### config.mk
export PLATFORM = sky130hd
export DESIGN_NAME = bmux_pipe_flat
export DESIGN_NICKNAME = d
export VERILOG_FILES = /design/src/rtl/bmux_pkg.sv /design/src/rtl/bmux_pipe_if.sv /design/src/rtl/bmux_imm.sv /design/src/rtl/bmux_pipe.sv /design/src/flat_wrapper.sv
export SDC_FILE = /design/constraint.sdc
export NUM_CORES = 1
export LEC_CHECK = 0
export CAP_MARGIN = 10
export CORE_MARGIN = 1.5
export CORE_UTILIZATION = 45
export CTS_BUF_LIST = sky130_fd_sc_hd__clkbuf_8
export DETAILED_ROUTE_END_ITERATION = 7
export MAX_ROUTING_LAYER = met4
export PLACE_DENSITY = 0.72
export RECOVER_POWER = 100
export SLEW_MARGIN = 20
export SYNTH_ARGS = -nofsm -noshare
export SYNTH_HDL_FRONTEND = slang
export SYNTH_HIERARCHICAL = 1
export SYNTH_SLANG_ARGS = --single-unit
### constraint.sdc
create_clock -name clk -period 2.95 [get_ports clk]
set_input_delay 0.59 -clock clk [delete_from_list [all_inputs] [get_ports clk]]
set_output_delay 0.59 -clock clk [all_outputs]
set_load 0.05 [all_outputs]
### src/rtl/bmux_pkg.sv
// rtl/bmux_pkg.sv - shared select codes and constant helpers for the B-bus value pipe
package bmux_pkg;

  localparam logic [2:0] SEL_ZERO   = 3'd0;
  localparam logic [2:0] SEL_CON_2  = 3'd1;
  localparam logic [2:0] SEL_CON_N4 = 3'd2;
  localparam logic [2:0] SEL_IRBROF = 3'd3;
  localparam logic [2:0] SEL_IRLSOF = 3'd4;
  localparam logic [2:0] SEL_PFX    = 3'd5;

  localparam int CONST_MAX_W = 64;

  function automatic logic [CONST_MAX_W-1:0] width_mask(input int w);
    logic [CONST_MAX_W-1:0] m;
    if (w >= CONST_MAX_W) m = '1;
    else m = (64'd1 << w) - 64'd1;
    return m;
  endfunction

  function automatic logic [CONST_MAX_W-1:0] con_2(input int w);
    return 64'd2 & width_mask(w);
  endfunction

  // -4 in two's complement: every bit set except the two LSBs
  function automatic logic [CONST_MAX_W-1:0] con_n4(input int w);
    return ~64'd3 & width_mask(w);
  endfunction

  function automatic logic is_offset(input logic [2:0] sel);
    return (sel == SEL_IRBROF) || (sel == SEL_IRLSOF);
  endfunction

endpackage

### src/rtl/bmux_pipe_if.sv
// rtl/bmux_pipe_if.sv - request and result handshake bundle for bmux_pipe
interface bmux_pipe_if #(
  parameter int W = 16
);

  logic [2:0]   sel;
  logic         in_valid;
  logic         in_ready;
  logic [W-1:0] q;
  logic         q_valid;
  logic         q_ready;

  modport master (
    output sel,
    output in_valid,
    output q_ready,
    input  in_ready,
    input  q,
    input  q_valid
  );

  modport slave (
    input  sel,
    input  in_valid,
    input  q_ready,
    output in_ready,
    output q,
    output q_valid
  );

endinterface

### src/rtl/bmux_imm.sv
// rtl/bmux_imm.sv - combinational B-bus value generator (constants and sign-extended offsets)
module bmux_imm
  import bmux_pkg::*;
#(
  parameter int W        = 16,
  parameter int BROF_MSB = 9,
  parameter int LSOF_MSB = 6,
  parameter int PFX_W    = 8
) (
  input  logic [W-1:0]     irreg,
  input  logic [2:0]       sel,
  input  logic [PFX_W-1:0] ext,
  input  logic             ext_vld,
  output logic [W-1:0]     value,
  output logic             illegal
);

  localparam int BR_W = BROF_MSB + 1;
  localparam int LS_W = LSOF_MSB + 1;
  localparam int HI_MSB = (BROF_MSB > LSOF_MSB) ? BROF_MSB : LSOF_MSB;

  logic [BR_W-1:0] br_raw;
  logic [LS_W-1:0] ls_raw;

  // Branch offsets are halfword-scaled, so bit 0 of the field is forced to zero
  assign br_raw = {irreg[BROF_MSB:1], 1'b0};
  assign ls_raw = irreg[LSOF_MSB:0];

  generate
    if (HI_MSB < W - 1) begin : g_hi_sink
      logic unused_irreg_hi;
      assign unused_irreg_hi = ^irreg[W-1:HI_MSB+1];
    end
  endgenerate

  // Replicating the sign bit W times then casting to W both extends and drops excess bits
  always_comb begin
    value   = '0;
    illegal = 1'b0;
    case (sel)
      SEL_ZERO:   value = '0;
      SEL_CON_2:  value = W'(con_2(W));
      SEL_CON_N4: value = W'(con_n4(W));
      SEL_IRBROF: begin
        if (ext_vld) value = W'({{W{ext[PFX_W-1]}}, ext, br_raw});
        else         value = W'({{W{br_raw[BR_W-1]}}, br_raw});
      end
      SEL_IRLSOF: begin
        if (ext_vld) value = W'({{W{ext[PFX_W-1]}}, ext, ls_raw});
        else         value = W'({{W{ls_raw[LS_W-1]}}, ls_raw});
      end
      SEL_PFX:    value = '0;
      default:    illegal = 1'b1;
    endcase
  end

endmodule

### src/rtl/bmux_pipe.sv
// rtl/bmux_pipe.sv - registered B-bus value generator with prefix, handshake and error flag
module bmux_pipe
  import bmux_pkg::*;
#(
  parameter int W        = 16,
  parameter int BROF_MSB = 9,
  parameter int LSOF_MSB = 6,
  parameter int PFX_W    = 8
) (
  input  logic         clk,
  input  logic         rst_n,
  input  logic         ir_ld,
  input  logic [W-1:0] ir,
  input  logic         err_clr,
  output logic         err,
  bmux_pipe_if.slave   bus
);

  logic [W-1:0]     irreg;
  logic [PFX_W-1:0] ext;
  logic             ext_vld;
  logic [W-1:0]     q_reg;
  logic             q_valid_reg;
  logic [W-1:0]     imm_value;
  logic             imm_illegal;
  logic             accept;
  logic             accept_pfx;
  logic             accept_out;

  // Single output register without skid: a new request fits only if Q is empty or leaving now
  assign bus.in_ready = !q_valid_reg || bus.q_ready;
  assign accept       = bus.in_valid && bus.in_ready;
  assign accept_pfx   = accept && (bus.sel == SEL_PFX);
  assign accept_out   = accept && (bus.sel != SEL_PFX);

  assign bus.q       = q_reg;
  assign bus.q_valid = q_valid_reg;

  bmux_imm #(
    .W       (W),
    .BROF_MSB(BROF_MSB),
    .LSOF_MSB(LSOF_MSB),
    .PFX_W   (PFX_W)
  ) u_imm (
    .irreg  (irreg),
    .sel    (bus.sel),
    .ext    (ext),
    .ext_vld(ext_vld),
    .value  (imm_value),
    .illegal(imm_illegal)
  );

  always_ff @(posedge clk or negedge rst_n) begin
    if (!rst_n) begin
      irreg <= '0;
    end else if (ir_ld) begin
      irreg <= ir;
    end
  end

  always_ff @(posedge clk or negedge rst_n) begin
    if (!rst_n) begin
      ext     <= '0;
      ext_vld <= 1'b0;
    end else if (accept_pfx) begin
      ext     <= irreg[PFX_W-1:0];
      ext_vld <= 1'b1;
    end else if (accept_out && is_offset(bus.sel)) begin
      ext_vld <= 1'b0;
    end
  end

  // A prefix accept is not an output load, so a concurrent consume still empties Q
  always_ff @(posedge clk or negedge rst_n) begin
    if (!rst_n) begin
      q_reg       <= '0;
      q_valid_reg <= 1'b0;
    end else if (accept_out) begin
      q_reg       <= imm_value;
      q_valid_reg <= 1'b1;
    end else if (bus.q_ready) begin
      q_valid_reg <= 1'b0;
    end
  end

  always_ff @(posedge clk or negedge rst_n) begin
    if (!rst_n) begin
      err <= 1'b0;
    end else if (accept_out && imm_illegal) begin
      err <= 1'b1;
    end else if (err_clr) begin
      err <= 1'b0;
    end
  end

endmodule

### src/flat_wrapper.sv
// flat-port wrapper written by rule: the top's interface ports become plain ports
module bmux_pipe_flat import bmux_pkg::*;
#(
  parameter int W        = 16,
  parameter int BROF_MSB = 9,
  parameter int LSOF_MSB = 6,
  parameter int PFX_W    = 8
)
  (clk, rst_n, ir_ld, ir, err_clr, err, bus_sel, bus_in_valid, bus_q_ready, bus_in_ready, bus_q, bus_q_valid);
  bmux_pipe_if #(.W(W)) bus_i ();
  input  logic clk;
  input  logic rst_n;
  input  logic ir_ld;
  input  logic [W-1:0] ir;
  input  logic err_clr;
  output logic err;
  input wire logic [$bits(bus_i.sel)-1:0] bus_sel;
  input wire logic [$bits(bus_i.in_valid)-1:0] bus_in_valid;
  input wire logic [$bits(bus_i.q_ready)-1:0] bus_q_ready;
  output wire logic [$bits(bus_i.in_ready)-1:0] bus_in_ready;
  output wire logic [$bits(bus_i.q)-1:0] bus_q;
  output wire logic [$bits(bus_i.q_valid)-1:0] bus_q_valid;
  assign bus_i.sel = bus_sel;
  assign bus_i.in_valid = bus_in_valid;
  assign bus_i.q_ready = bus_q_ready;
  assign bus_in_ready = bus_i.in_ready;
  assign bus_q = bus_i.q;
  assign bus_q_valid = bus_i.q_valid;
  bmux_pipe #(.W(W), .BROF_MSB(BROF_MSB), .LSOF_MSB(LSOF_MSB), .PFX_W(PFX_W)) u_core (.clk(clk), .rst_n(rst_n), .ir_ld(ir_ld), .ir(ir), .err_clr(err_clr), .err(err), .bus(bus_i));
endmodule
==> flow_metrics.env, run 1 <==
export IMPL_ctsResizeCount=0
export IMPL_skew_ns=0.00675
export IMPL_track_usage=0.176
export IMPL_largest_reg_flops=16
export IMPL_root_buffer="clkbuf_8"
export IMPL_hold_buffers=0
export IMPL_ir_drop_uv=374
export IMPL_final_nets=213
export IMPL_synth_avg_cell_area_sq_um=12.4
export IMPL_multi_input_area_sq_um=822
export IMPL_dp_cells=231
export IMPL_finalSetupViolations=0
export IMPL_seq_area_sq_um=926
export IMPL_final_common_cell="dfrtp_1"
export IMPL_hold_worst_slack_ns=0.501
export IMPL_clockBufferDepth=2
export IMPL_syn_num_nets=176
export IMPL_die_h_um=67.5
export IMPL_r2r_start="u_core/ext_vld$_DFFE_PN0P_"
export IMPL_min_path_type="reg2reg"
export IMPL_clkSinkCount=37
export IMPL_n_antenna_cell=0
export IMPL_core_area_sq_um=4000
export IMPL_drive_above_1_share=0.243
export IMPL_r2r_slack_ns=1.26
export IMPL_synthCells=151
export IMPL_route_detailed_drc=0
export IMPL_rr_worst_depth=4
export IMPL_layout_cells_non_filler=239
export IMPL_cp_start_kind="input port"
export IMPL_portBuffers=37
export IMPL_worst_setup_path_type="in2reg"
export IMPL_worst_pin_slew_ns=0.814
export IMPL_vias=1280
export IMPL_grt_pass1_vias=1242
export IMPL_slew_viol_final=0
export IMPL_first_iter_violations=20
export IMPL_initial_utilization=0.467
export IMPL_wire_per_inst_um=14.1
export IMPL_hold_depth=1
export IMPL_ant_nets=0
export IMPL_endpoint_kind="flop"
export IMPL_drt_wl_total_mm=3.37
export IMPL_antenna_found_initial=0
export IMPL_reg2reg_to="u_core/bus.q[15]$_DFFE_PN0P_"
export IMPL_io_pins=44
export IMPL_rows=23
export IMPL_clock_insertion_delay_worst_skew_ns=0.29
export IMPL_htreeDepth=2
export IMPL_gp_congestion=0.849
export IMPL_place_area_sq_um=2240
export IMPL_critPathRequiredTime_ns=3.18
export IMPL_syn_area_sq_um=1870
export IMPL_clk_pin_slew_ns=0.06
export IMPL_syn2layout_area_growth_pct=24.2
export IMPL_die_x_um=67.5
export IMPL_fin_area_sq_um=2320
export IMPL_overflow=0
export IMPL_postCtsSetupBuffers=0
export IMPL_fin_crit_sh=0.834
export IMPL_grt_max_degree=38
export IMPL_drv_cap=0
export IMPL_die_area_sq_um=4550
export IMPL_finalHoldViolCount=0
export IMPL_crit_chain="dlygate4sd3_1 > nor3b_2 > o21ai_1 > o21ai_0 > mux2_4"
export IMPL_via_per_inst=5.36
export IMPL_crit_buf_inv=1
export IMPL_hp_start="u_core/bus.q[11]$_DFFE_PN0P_"
export IMPL_cp_max_fo=13
export IMPL_grt_pass1_wl_mm=5.65
export IMPL_synth_warnings=6
export IMPL_dp_hpwl_mm=2.54
export IMPL_path_depth=5
export IMPL_status="complete, no violations"
export IMPL_cpPeakStageDelay_ns=0.73
export IMPL_critPathSlowestCell="nor3b_2"
export IMPL_fmax_mhz=406
export IMPL_setup_tns_ns=0
export IMPL_total_power_mw=1.57
export IMPL_cts_tree="yes"
export IMPL_firstDrtPassIters=4
export IMPL_period_needed_ns=2.46
export IMPL_powerDensity_nw_per_um2=677
export IMPL_rsz0062_at_grt="no"
export IMPL_cts_buffers=5
export IMPL_whs_endpoint="u_core/bus.q[11]$_DFFE_PN0P_"
export IMPL_slew_headroom=0.455
export IMPL_critPathTopFamily="simple AND/OR/NAND/NOR gates"
export IMPL_power_leakage_nw=1.04
export IMPL_final_cell_mix="dfrtp_1, mux2_2, dlygate4sd3_1"
export IMPL_n_fill_cell=345
export IMPL_arrival_ns=2.69
[layout make-up]
type	instances	share of cell area
Sequential cell	37	0.399
Multi-Input combinational cell	101	0.354
Timing Repair Buffer	39	0.163
Clock buffer	6	0.0356
Tap cell	50	0.0270
Clock inverter	2	0.0146
Inverter	4	0.00647
[per-stage QoR]
stage / worst slack, ns / util
floorplan: 1.26 / -
global placement: 0.592 / 0.560
detailed placement: 0.511 / 0.560
CTS: 0.777 / 0.589
global route: 0.409 / 0.580
finish: 0.488 / 0.580
[metal layers]
| layer | up-vias | global-route usage | share of wire |
|---|---|---|---|
| met3 | 8 | 0.0367 | 0.034 |
| met2 | 27 | 0.280 | 0.50 |
| met5 | - | - | 0 |
| li1 | 621 | - | - |
| met4 | 0 | 0.0969 | 0.021 |
| met1 | 624 | 0.209 | 0.44 |
[worst register-to-register path, stage by stage, from the launching register on]
cell,delay (ns)
dfrtp_1,0.59
mux2_2,0.39
a22oi_1,0.20
o21ai_0,0.13
mux2_2,0.27
[power by group]
part	switching, mW	leakage, nW	internal [mW]
Clock	0.167	0.0626	0.272
Combinational	0.269	0.523	0.195
Sequential	0.0680	0.459	0.600
[worst max path at each step]
stage           startpoint                           end
2_1_floorplan  bus_q_ready  u_core/bus.q[10]$_DFFE_PN0P_
3_3_place_gp    bus_sel[2]   u_core/bus.q[7]$_DFFE_PN0P_
3_5_place_dp    bus_sel[2]   u_core/bus.q[8]$_DFFE_PN0P_
4_1_cts        bus_q_ready                  bus_in_ready
5_1_grt         bus_sel[2]   u_core/bus.q[8]$_DFFE_PN0P_
6_report        bus_sel[2]   u_core/bus.q[8]$_DFFE_PN0P_
(Power assumes the default switching activity.)
==> run 2, diff against run 1 <==
Clock period 2.95 ns to 2.4 ns, I/O delays scaled along.
==> flow_metrics.env, run 2 (synthesis results as in run 1) <==
export IMPL_postCtsSetupBuffers=0
export IMPL_first_iter_violations=45
export IMPL_grt_max_degree=38
export IMPL_final_common_cell="dfrtp_1"
export IMPL_final_nets=215
export IMPL_fin_crit_sh=0.861
export IMPL_internal_power_mw=1.21
export IMPL_worst_pin_slew_ns=0.889
export IMPL_initial_utilization=0.467
export IMPL_n_antenna_cell=0
export IMPL_min_path_type="reg2reg"
export IMPL_hold_buffers=0
export IMPL_clock_insertion_delay_worst_skew_ns=0.28
export IMPL_finalSetupViolations=0
export IMPL_combPwrFrac=0.321
export IMPL_firstDrtPassIters=4
export IMPL_vias=1264
export IMPL_io_pins=44
export IMPL_root_buffer="clkbuf_8"
export IMPL_ctsResizeCount=0
export IMPL_slew_headroom=0.407
export IMPL_largest_reg_flops=16
export IMPL_top_usage_layer="met2"
export IMPL_ant_nets=0
export IMPL_use_met1=0.227
export IMPL_die_area_sq_um=4550
export IMPL_route_detailed_drc=0
export IMPL_track_usage=0.183
export IMPL_clkSinkCount=37
export IMPL_p_clk_frac=0.230
export IMPL_met3_usage=0.0567
export IMPL_endpoint_kind="flop"
export IMPL_htreeDepth=2
export IMPL_rsz0062_at_grt="no"
export IMPL_fin_area_sq_um=2330
export IMPL_hold_worst_slack_ns=0.497
export IMPL_dp_cells=233
export IMPL_p_sw_frac=0.340
export IMPL_status="complete, no violations"
export IMPL_grt_pass1_vias=1242
export IMPL_antenna_found_initial=0
export IMPL_grtUsageMet2=0.285
export IMPL_ir_drop_uv=371
export IMPL_finalHoldViolCount=0
export IMPL_via_per_inst=5.27
export IMPL_wire_per_inst_um=14.8
export IMPL_seq_power_share=0.449
export IMPL_worst_setup_path_type="in2reg"
export IMPL_grt_pass1_wl_mm=5.88
export IMPL_place_area_sq_um=2280
export IMPL_overflow=0
export IMPL_total_power_mw=1.83
export IMPL_syn2layout_area_growth_pct=24.7
export IMPL_clk_pin_slew_ns=0.07
export IMPL_period_needed_ns=2.07
export IMPL_cp_start_kind="input port"
export IMPL_final_cell_mix="dfrtp_1, mux2_2, dlygate4sd3_1"
export IMPL_skew_ns=0.00388
export IMPL_drive_above_1_share=0.253
export IMPL_critPathRequiredTime_ns=2.63
export IMPL_cts_buffers=5
export IMPL_p_sw_uw=623
export IMPL_portBuffers=37
export IMPL_drv_cap=0
export IMPL_rows=23
export IMPL_drt_wl_total_mm=3.54
export IMPL_setup_tns_ns=0
export IMPL_die_x_um=67.5
export IMPL_arrival_ns=2.29
export IMPL_dp_hpwl_mm=2.66
export IMPL_powerDensity_nw_per_um2=786
export IMPL_core_area_sq_um=4000
export IMPL_clockBufferDepth=2
export IMPL_fmax_mhz=484
export IMPL_power_leakage_nw=1.05
export IMPL_gp_congestion=0.850
export IMPL_die_h_um=67.5
export IMPL_layout_cells_non_filler=240
export IMPL_cts_tree="yes"
export IMPL_slew_viol_final=0
export IMPL_cp_max_fo=9
## run 2: cell types whose count changed in the layout (fill, tap and decap cells not counted), sizes merged
| cell | change |
|---|---|
| buf | +1 |
| bufinv | -1 |
| clkbuf | +1 |
## run 2: worst paths after layout
kind | start | end | slack (ns) | cells after the start
max | bus_sel[1] | u_core/bus.q[6]$_DFFE_PN0P_ | 0.33 | 6
min | u_core/bus.q[1]$_DFFE_PN0P_ | u_core/bus.q[1]$_DFFE_PN0P_ | 0.50 | 1
max reg2reg | u_core/ext_vld$_DFFE_PN0P_ | u_core/bus.q[15]$_DFFE_PN0P_ | 0.62 | 4
min reg2reg | u_core/bus.q[1]$_DFFE_PN0P_ | u_core/bus.q[1]$_DFFE_PN0P_ | 0.50 | 1
max in group asynchronous | rst_n | u_core/irreg[1]$_DFFE_PN0P_ | 1.00 | 2
min in group asynchronous | rst_n | u_core/bus.q[5]$_DFFE_PN0P_ | 0.84 | 2
## run 2: routing by layer
metal	vias up	routed length (um)
met4	0	31
met2	28	1750
li1	618	-
met5	-	0
met1	614	1610
met3	4	152
## run 2: final cells by class
class | instances | area [sq um]
well taps | 50 | 62.6
clock inverters | 1 | 3.75
clock buffers | 6 | 82.6
inverters | 4 | 15.0
multi-input cells | 101 | 825
flip-flops and latches | 37 | 926
fillers | 341 | 1670
repair buffers | 41 | 417
## run 2: worst max-delay path: stages
cell	delay (ns)
dlygate4sd3_1	0.68
nor3b_2	0.56
clkbuf_1	0.27
nand2_1	0.09
nand2_1	0.09
mux2_2	0.14
## run 2: power groups by stage
stage	Sequential [mW]	Clock, mW	Combinational [mW]
finish	0.823	0.422	0.588
global route	0.840	0.460	0.627
CTS	0.828	0.432	0.631
detailed placement	0.840	0	0.629
global placement	0.831	0	0.614
floorplan	1.00	0	0.250
## run 2: through the flow
stage                     setup WS [ns]  utilization
final                             0.333        0.583
after floorplan                   0.719            -
after global placement            0.261        0.570
after detailed placement          0.198        0.570
after global routing              0.233        0.583
after CTS                         0.458        0.591
==> run 3, diff against run 2 <==
Settings changed: CELL_PAD_IN_SITES_DETAIL_PLACEMENT set to 2, CELL_PAD_IN_SITES_GLOBAL_PLACEMENT set to 2, CORE_UTILIZATION 45 to 35, PLACE_DENSITY 0.72 to not set, PLACE_DENSITY_LB_ADDON set to 0.1, SKIP_LAST_GASP set to 1.
==> flow_metrics.env, run 3 (synthesis results as in run 1) <==
export IMPL_skew_ns=0.00595
export IMPL_cts_buffers=5
export IMPL_final_nets=216
export IMPL_slew_headroom=0.376
export IMPL_dp_cells=254
export IMPL_ant_nets=0
export IMPL_postCtsSetupBuffers=0
export IMPL_critPathLaunch="bus_q_ready"
export IMPL_reg2reg_to="u_core/bus.q[14]$_DFFE_PN0P_"
export IMPL_root_buffer="clkbuf_8"
export IMPL_total_power_mw=1.81
export IMPL_final_core_util=0.449
export IMPL_die_h_um=76.1
export IMPL_finalHoldViolCount=0
export IMPL_fmax_mhz=468
export IMPL_clock_insertion_delay_worst_skew_ns=0.29
export IMPL_final_common_cell="dfrtp_1"
export IMPL_drt_wl_total_mm=4.32
export IMPL_core_area_sq_um=5140
export IMPL_cts_tree="yes"
export IMPL_crit_end="bus_in_ready"
export IMPL_critPathRequiredTime_ns=1.92
export IMPL_die_area_sq_um=5790
export IMPL_hold_buffers=0
export IMPL_via_per_inst=5.06
export IMPL_worst_pin_slew_ns=0.936
export IMPL_fin_crit_sh=0.891
export IMPL_hold_worst_slack_ns=0.494
export IMPL_drv_cap=0
export IMPL_cp_max_fo=6
export IMPL_hold_depth=1
export IMPL_vias=1327
export IMPL_portBuffers=37
export IMPL_antenna_found_initial=0
export IMPL_worst_setup_path_type="in2out"
export IMPL_firstDrtPassIters=4
export IMPL_syn2layout_area_growth_pct=23.4
export IMPL_setup_tns_ns=0
export IMPL_crit_chain="clkdlybuf4s50_1 > nand2b_1 > clkbuf_1"
export IMPL_arrival_ns=1.66
export IMPL_die_x_um=76.1
export IMPL_slew_viol_final=0
export IMPL_layout_cells_non_filler=262
export IMPL_route_detailed_drc=0
export IMPL_rows=26
export IMPL_final_cell_mix="dfrtp_1, mux2_2, dlygate4sd3_1"
export IMPL_grt_pass1_vias=1452
export IMPL_grt_max_degree=38
export IMPL_n_antenna_cell=0
export IMPL_clkSinkCount=37
export IMPL_largest_reg_flops=16
export IMPL_power_leakage_nw=1.03
export IMPL_grt_pass1_wl_mm=7.41
export IMPL_drive_above_1_share=0.219
export IMPL_cp_start_kind="input port"
export IMPL_clockBufferDepth=2
export IMPL_status="complete, no violations"
export IMPL_first_iter_violations=27
export IMPL_rr_worst_depth=4
export IMPL_period_needed_ns=2.14
export IMPL_track_usage=0.168
export IMPL_rsz0062_at_grt="no"
export IMPL_wire_per_inst_um=16.5
export IMPL_io_pins=44
export IMPL_clk_pin_slew_ns=0.07
export IMPL_initial_utilization=0.364
export IMPL_endpoint_kind="output port"
export IMPL_ctsResizeCount=0
export IMPL_htreeDepth=2
export IMPL_r2r_start="u_core/ext_vld$_DFFE_PN0P_"
export IMPL_dp_hpwl_mm=3.17
export IMPL_gp_congestion=0.757
export IMPL_cpPeakStageDelay_ns=0.50
export IMPL_overflow=0
export IMPL_r2r_slack_ns=0.67
export IMPL_powerDensity_nw_per_um2=784
export IMPL_min_path_type="reg2reg"
export IMPL_ir_drop_uv=338
export IMPL_critPathSlowestCell="clkbuf_1"
export IMPL_finalSetupViolations=0
run 3: cell types whose count changed in the layout (fill, tap and decap cells not counted), sizes merged:
cell           delta
inv               +2
clkdlybuf4s50     +1
dlygate4sd3       -1
run 3: power breakdown:
part           total, mW  internal [mW]  switching (mW)
clock              0.405          0.193           0.211
sequential         0.828          0.738          0.0908
combinational      0.576          0.233           0.342
run 3: worst min-delay path by stage:
stage | from | end | slack [ns]
global placement | u_core/bus.q[1]$_DFFE_PN0P_ | u_core/bus.q[1]$_DFFE_PN0P_ | 0.49
CTS | u_core/bus.q[14]$_DFFE_PN0P_ | u_core/bus.q[14]$_DFFE_PN0P_ | 0.52
floorplan | rst_n | u_core/bus.q[0]$_DFFE_PN0P_ | 0.18
finish | u_core/bus.q[14]$_DFFE_PN0P_ | u_core/bus.q[14]$_DFFE_PN0P_ | 0.49
global route | u_core/bus.q[14]$_DFFE_PN0P_ | u_core/bus.q[14]$_DFFE_PN0P_ | 0.52
detailed placement | u_core/bus.q[4]$_DFFE_PN0P_ | u_core/bus.q[4]$_DFFE_PN0P_ | 0.50
run 3: worst max-delay path, delay by kind of cell:
family	cells	cell delay (ns)
buffers and inverters	2	0.95
AND/OR/NAND/NOR	1	0.22
run 3: metrics by stage:
stage | cell area [sq um] | setup WS (ns)
floorplan | 1870 | 0.719
global placement | 2300 | 0.223
detailed placement | 2300 | 0.0971
CTS | 2380 | 0.423
global route | 2310 | 0.197
finish | 2310 | 0.261
run 3: layout make-up:
type	instances	area, sq um
clock buffer	5	68.8
inverter	4	15.0
tap	70	87.6
multi-input combinational	101	803
fill	565	2830
timing repair buffer	42	395
clock inverter	3	11.3
sequential	37	926
run 3: routing by layer:
| metal | GRT usage | wire length [um] | vias to the layer above |
|---|---|---|---|
| met5 | - | 0 | - |
| met4 | 0.0667 | 89 | 0 |
| met3 | 0.0383 | 177 | 8 |
| met2 | 0.269 | 2100 | 31 |
| met1 | 0.206 | 1950 | 670 |
| li1 | - | - | 618 |
